**src/rtl/decode_pkg.sv**
```systemverilog
// Shared encodings and parameter limits for the decode sequencer.
// Mode values are plain 2-bit constants so legacy RTL can use them without enum casts.
package decode_pkg;

    typedef logic [1:0] mode_t;

    localparam mode_t MODE_DIRECT  = 2'd0;
    localparam mode_t MODE_SCAN    = 2'd1;
    localparam mode_t MODE_ONESHOT = 2'd2;
    localparam mode_t MODE_RSVD    = 2'd3;

    localparam int SEL_W_MIN = 1;
    localparam int SEL_W_MAX = 8;

    // Range check for integrators; returns 1 when a select width is supported.
    function automatic logic sel_w_legal(input int w);
        return (w >= SEL_W_MIN) && (w <= SEL_W_MAX);
    endfunction

endpackage

```
**src/rtl/decode_onehot.sv**
```systemverilog
// Combinational one-hot decoder: a single line of y follows address a while en is high.
// Purely combinational; the caller registers the result.
module decode_onehot #(
    parameter int SEL_W = 4,
    localparam int OUT_N = 2 ** SEL_W
) (
    input  logic             en,
    input  logic [SEL_W-1:0] a,
    output logic [OUT_N-1:0] y
);

    always_comb begin
        y = '0;
        if (en) begin
            y[a] = 1'b1;
        end
    end

endmodule

```
**src/rtl/decode_seq.sv**
```systemverilog
// Decode sequencer: registered one-hot output driven either directly from sel or
// from an index register that scans (wrapping) or runs once (saturating with done).
module decode_seq
    import decode_pkg::*;
#(
    parameter int SEL_W = 4,
    localparam int OUT_N = 2 ** SEL_W
) (
    input  logic             clk,
    input  logic             rst_n,
    input  logic             en,
    input  logic [1:0]       mode,
    input  logic [SEL_W-1:0] sel,
    input  logic             load,
    input  logic             step,
    input  logic             dir,
    output logic [OUT_N-1:0] y,
    output logic [SEL_W-1:0] idx,
    output logic             wrap,
    output logic             done
);

    localparam logic [SEL_W-1:0] IDX_ZERO = '0;
    localparam logic [SEL_W-1:0] IDX_ONE  = SEL_W'(1);
    localparam logic [SEL_W-1:0] IDX_MAX  = '1;

    logic [OUT_N-1:0] y_q, y_d;
    logic [SEL_W-1:0] idx_q, idx_d;
    logic             wrap_q, wrap_d;
    logic             done_q, done_d;
    logic             dec_en;
    logic             step_ok;
    logic             at_term;
    logic [SEL_W-1:0] idx_stepped;

    // Steps are qualified by en; loads are not.
    assign step_ok     = step && en;
    assign idx_stepped = dir ? (idx_q + IDX_ONE) : (idx_q - IDX_ONE);
    assign at_term     = dir ? (idx_q == IDX_MAX) : (idx_q == IDX_ZERO);

    always_comb begin
        idx_d  = idx_q;
        wrap_d = 1'b0;
        done_d = 1'b0;
        dec_en = en;
        case (mode)
            MODE_DIRECT: begin
                idx_d = sel;
            end
            MODE_SCAN: begin
                if (load) begin
                    idx_d = sel;
                end else if (step_ok) begin
                    idx_d  = idx_stepped;
                    wrap_d = at_term;
                end
            end
            MODE_ONESHOT: begin
                // done is a level; it only survives while staying in ONESHOT.
                done_d = done_q;
                if (load) begin
                    idx_d  = sel;
                    done_d = 1'b0;
                end else if (step_ok) begin
                    if (at_term) begin
                        done_d = 1'b1;
                    end else begin
                        idx_d  = idx_stepped;
                        done_d = 1'b0;
                    end
                end
            end
            default: begin
                dec_en = 1'b0;
            end
        endcase
    end

    // Decode the index value being written this edge so y and idx stay aligned.
    decode_onehot #(
        .SEL_W(SEL_W)
    ) u_onehot (
        .en (dec_en),
        .a  (idx_d),
        .y  (y_d)
    );

    always_ff @(posedge clk) begin
        if (!rst_n) begin
            y_q    <= '0;
            idx_q  <= '0;
            wrap_q <= 1'b0;
            done_q <= 1'b0;
        end else begin
            y_q    <= y_d;
            idx_q  <= idx_d;
            wrap_q <= wrap_d;
            done_q <= done_d;
        end
    end

    assign y    = y_q;
    assign idx  = idx_q;
    assign wrap = wrap_q;
    assign done = done_q;

endmodule

```
**config.mk**
```make
export PLATFORM = sky130hd
export DESIGN_NAME = decode_seq
export DESIGN_NICKNAME = d
export VERILOG_FILES = /design/src/rtl/decode_pkg.sv /design/src/rtl/decode_onehot.sv /design/src/rtl/decode_seq.sv
export SDC_FILE = /design/constraint.sdc
export NUM_CORES = 1
export LEC_CHECK = 0
export BUFFER_PORTS_ARGS = -buffer_cell sky130_fd_sc_hd__clkbuf_2
export CELL_PAD_IN_SITES_DETAIL_PLACEMENT = 1
export CELL_PAD_IN_SITES_GLOBAL_PLACEMENT = 2
export CORE_ASPECT_RATIO = 0.8
export CORE_UTILIZATION = 25
export DETAILED_ROUTE_END_ITERATION = 6
export PLACE_DENSITY_LB_ADDON = 0.1
export SYNTH_ARGS = -nofsm -noshare
export SYNTH_HDL_FRONTEND = slang
export SYNTH_SLANG_ARGS = --single-unit
```
**constraint.sdc**
```tcl
create_clock -name clk -period 2.13 [get_ports clk]
set_input_delay 0.1065 -clock clk [delete_from_list [all_inputs] [get_ports clk]]
set_output_delay 0.1065 -clock clk [all_outputs]
set_load 0.005 [all_outputs]
```
Word-level counts from Yosys, hierarchy flattened --
Index checks and enable logic that the tools add are counted.
Storage, ports and cells: flip-flop bits (word level) 22, output and inout port bits 22, logic and storage cells 35
Cells by class: add/subtract/negate cells 2, magnitude comparators 2, equality and inequality tests 3, mux-type cells 12, bitwise operators 4, reductions and logical operators 8
Operators by type and width (count):
- $mux W4 | 6
- $pmux W4 S3 | 1
- $reduce_or A3 Y1 | 2
- $lt A4 B5 Y1 const B | 1
- $add A4 B1 Y4 const B | 1
- $demux W1 S4 | 1
- $eq A4 B4 Y1 const B | 1
- $ge A4 B1 Y1 const B | 1
- $logic_not A4 Y1 | 1
- $mux W1 | 4
- $not A1 Y1 | 4
- $reduce_or A4 Y1 | 1
- $sub A4 B1 Y4 const B | 1
- $eq A2 B1 Y1 const B | 1
- $eq A2 B2 Y1 const B | 1
- $logic_and A1 B1 Y1 | 2
- $logic_not A2 Y1 | 1
- $reduce_and A2 Y1 | 1

Longest topological paths before layout --
word-level depth 10, gate-level depth with buffers 9

Cells and area by module --
A second synthesis with hierarchy kept.
Unflattened totals: cell total of the unflattened synthesis 145, area, all modules 1179.9 sq um
By module, submodules not included:
- decode_seq | instances 1, cells an instance 122, area each 1062.3 sq um
- decode_onehot | instances 1, cells an instance 23, area each 117.6 sq um

Worst setup path after synthesis --
Ideal clock, no wire load.
kind reg-to-reg, start point reg idx_q[2] (netlist: idx[2]), end point reg y_q[11] (netlist: y[11]), library setup time 82 ps, arrival time 2101 ps, required time 2048 ps, slack -52 ps, cell stages (with the launch flop) 9, path buffers 1, period minus slack after synthesis 2182 ps, path through dfxtp_1 ha_1 a21oi_1 and3_1 nor3_1 or4b_1 and2_1 buf_4 nor3_1
On the way: longest elaborated chain between the ends 10
RTL lines:
- from (decl) | RTL line decode_seq.sv:28 | logic [SEL_W-1:0] idx_q, idx_d;
- from (signal assigned) | RTL line decode_seq.sv:96 | idx_q <= idx_d;
- $sub A4 B1 Y4, or another cell as far along | RTL line decode_seq.sv:38 | assign idx_stepped = dir ? (idx_q + IDX_ONE) : (idx_q - IDX_ONE);
- $mux W4 / $mux W1 (equally long branches) | RTL line decode_seq.sv:38, decode_seq.sv:39
- $mux W4 | RTL line decode_seq.sv:65 | if (at_term) begin
- $mux W4 | RTL line decode_seq.sv:64 | end else if (step_ok) begin
- $mux W4 | RTL line decode_seq.sv:61 | if (load) begin
- $pmux W4 S3 * | RTL line decode_seq.sv:46 | case (mode)
- $lt A4 B5 Y1 (implied by the code) / $ge A4 B1 Y1 (equally long branches) | RTL line decode_onehot.sv:15 | y[a] = 1'b1;
- $logic_and A1 B1 Y1 (implied by the code) | RTL line decode_onehot.sv:15
- $mux W1 (implied by the code) | RTL line decode_onehot.sv:15
- $demux W1 S4 *
- to (signal assigned) | RTL line decode_seq.sv:95 | y_q <= y_d;
- to (decl) | RTL line decode_seq.sv:27 | logic [OUT_N-1:0] y_q, y_d;
Mark *: on every way between the ends. The rest lies on a longest branch, timed or not. A chain may end at the register's enable or synchronous reset.

Worst setup path after layout --
start point reg idx_q[0] (netlist: idx[0]), end point reg y_q[3] (netlist: y[3])
The elaborated chain is that of the path after synthesis.

==> impl_metrics.tcl <==
set metrics [dict create \
    gp_congestion 0.7942 \
    holdBufCountCts 0 \
    grt_use_total_pct 16.56 \
    yosysSeqAreaShare_pct 40.51 \
    crit_fanout 8 \
    yosysWarnings 0 \
    failed_checks "design-rule violations" \
    layout_worst_path_cycle_share_pct 97.85 \
    drt-met1-wl_mm 1.820 \
    post_drt_via_cell_ratio 5.030 \
    drt-initial-drc-count 29 \
    diodes 0 \
    setup_violations 0 \
    design_area_um2 1695 \
    rows 21 \
    htree_levels 1 \
    status "complete, but fails checks" \
    fin_crit_ns 2.084 \
    hold_viol 0 \
    firstDrtPassIters 6 \
    drv_cap 0 \
    grt_start_max_net_pins 14 \
    die-height_um 60.99 \
    layout.cells.non_filler 234 \
    met2_length_mm 1.799 \
    arrival_ns 2.27 \
    antenna_found_initial 0 \
    dr_total_vias 1177 \
    wl_met3_um 157 \
    top_layer "met3" \
    fin_skew_ns 0.007238 \
    syn_inst 127 \
    cp.required_ns 2.31 \
    cts_buffers 3 \
    tightest_slew_ns 0.3861 \
    io_pins 34 \
    async_reset_ff_share_pct 0 \
    endpoint_kind "register" \
    postSynthAreaPerCell_um2 8.561 \
    clock_path_buffers 2 \
    p_leak_nw 0.6913 \
    area_growth_pct 55.93 \
    hp-class "input port to register" \
    grt_pass1_wl_mm 5.520 \
    clk_pin_slew_worst_paths_ns 0.08 \
    hpwl_mm 2.745 \
    drt_wl_total_mm 3.778 \
    ir_drop_mv 0.2417 \
    yosys_register_bits 22 \
    core_area_um2 4178 \
    nets 193 \
    root_buffer "clkbuf_8" \
    worstSetupPathType "register to register" \
    power_density_nw_per_um2 660.4 \
    die-area_um2 4618 \
    placed_cell_area_um2 1405 \
    clock.fmax_mhz 479.8 \
    rsz0062_at_grt "true" \
    initial_core_util_pct 26.03 \
    syn_area_um2 1087 \
    slew_headroom_pct 74.06 \
    synth-edff-count 0 \
    slew_violations 0 \
    reg2reg_depth 9 \
    synthFlopType "dfxtp_1" \
    syn_nets 142 \
    placed_cells 227 \
    first_global_vias 1099 \
    cp-start-kind "register" \
    hold_path_depth 3 \
    drive_gt1_share_pct 51.41 \
    insertion_delay_ns 0.26 \
    io_buffers 33 \
    cts_tree "yes" \
    post-route-drc-count 2 \
    overflow 0 \
    yosysUniqueCellTypes 40 \
    die_x_um 75.73 \
    nFillCells 495 \
    antenna_left 0 \
    routedWlPerCell_um 16.15 \
    cts.sinks 22 \
]
## per-stage QoR
stage	utilization [%]	power [mW]	TNS (ns)	worst slack, ns	hold slack [ns]
6_report	40.58	1.120	0	0.04587	0.1489
5_1_grt	40.58	1.169	-0.4128	-0.05457	0.1609
4_1_cts	35.97	1.060	0	0.005793	0.1500
3_5_place_dp	33.63	0.6623	-0.9182	-0.1031	0.4264
3_3_place_gp	33.63	0.6597	-0.5322	-0.08413	0.3997
2_1_floorplan	-	0.5658	0	0.003453	0.2203
## worst paths after layout
kind              startpoint  endpoint  slack, ns
setup reg to reg      idx[0]      y[3]       0.05
hold / removal         rst_n      wrap       0.15
hold reg to reg         done      done       0.55
setup / recovery      idx[0]      y[3]       0.05
## kinds of logic (layout without fill, tap and decap cells)
logic type / Yosys count / after routing / synth area share [%]
XOR/XNOR: 1 / 1 / 0.8057
adder cells (fa/ha/maj): 3 / 3 / 4.142
AND/OR/NAND/NOR: 63 / 64 / 32.11
AO/OA/AOI/OAI: 29 / 29 / 18.53
buffers and inverters: 9 / 58 / 3.912
flip-flops: 22 / 22 / 40.51
## layout make-up
| type | count | area, um^2 | share of cell area (%) |
|---|---|---|---|
| timing repair buffer | 48 | 285.3 | 16.83 |
| clock buffer | 3 | 41.29 | 2.435 |
| sequential | 22 | 449.2 | 26.49 |
| multi-input combinational | 97 | 795.8 | 46.94 |
| tap | 57 | 71.32 | 4.207 |
| inverter | 6 | 22.52 | 1.328 |
| clock inverter | 1 | 30.03 | 1.771 |
## cells in the final DEF, fill, tap and decap left out, drive strengths merged, types with 2 or more instances in the layout
master,instances
clkbuf,36
dfxtp,22
nor3,18
buf,15
nand2,13
a21oi,11
nand2b,6
inv,6
nor2,4
o21ai,4
and2,4
nand3,4
nor2b,3
nand4b,2
a21boi,2
nor4,2
and3,2
a311oi,2
ha,2
## report_power, final
| part | switching, mW | leakage (nW) | internal [mW] |
|---|---|---|---|
| clock network | 0.137 | 0.0357 | 0.251 |
| registers | 0.0119 | 0.180 | 0.423 |
| logic | 0.169 | 0.476 | 0.128 |
| total | 0.318 | 0.691 | 0.802 |
## synthesized netlist by cell type (all sizes together), types with 3 or more instances
cell	number	area, um^2
nand2	13	51.30
nand3	4	20.02
nand2b	6	37.54
nor2b	3	18.77
inv	6	22.52
and2	3	18.77
nor2	4	15.01
dfxtp	22	440.4
o21ai	4	20.02
nor3	18	90.09
buf	3	20.01
a21oi	11	58.81
## sequential cells by signal, summed over array words and instances (netlist names)
signal and count:
y 16, done 1, wrap 1, idx 4
## critical path, stage by stage, from the launching register on
cell,delay (ns)
dfxtp_4,0.38
inv_2,0.05
fa_2,0.49
nand3_2,0.09
a21oi_1,0.04
a2111o_1,0.29
o211a_1,0.15
nand4b_1,0.21
buf_6,0.18
nor3_1,0.13
## per-layer routing
metal / track usage, % / vias up
met1: 23.49 / 570
met4: 3.439 / 0
li1: - / 578
met5: 0 / -
met2: 25.51 / 29
met3: 4.153 / 0
## what timing repair did
item / CTS / global route
setup endpoints to repair: 16 / 16
resized for setup: 10 / 36
pin swaps: 1 / 12
gates cloned: 0 / 1
setup buffers: 0 / 2
(Power assumes the default switching activity.)
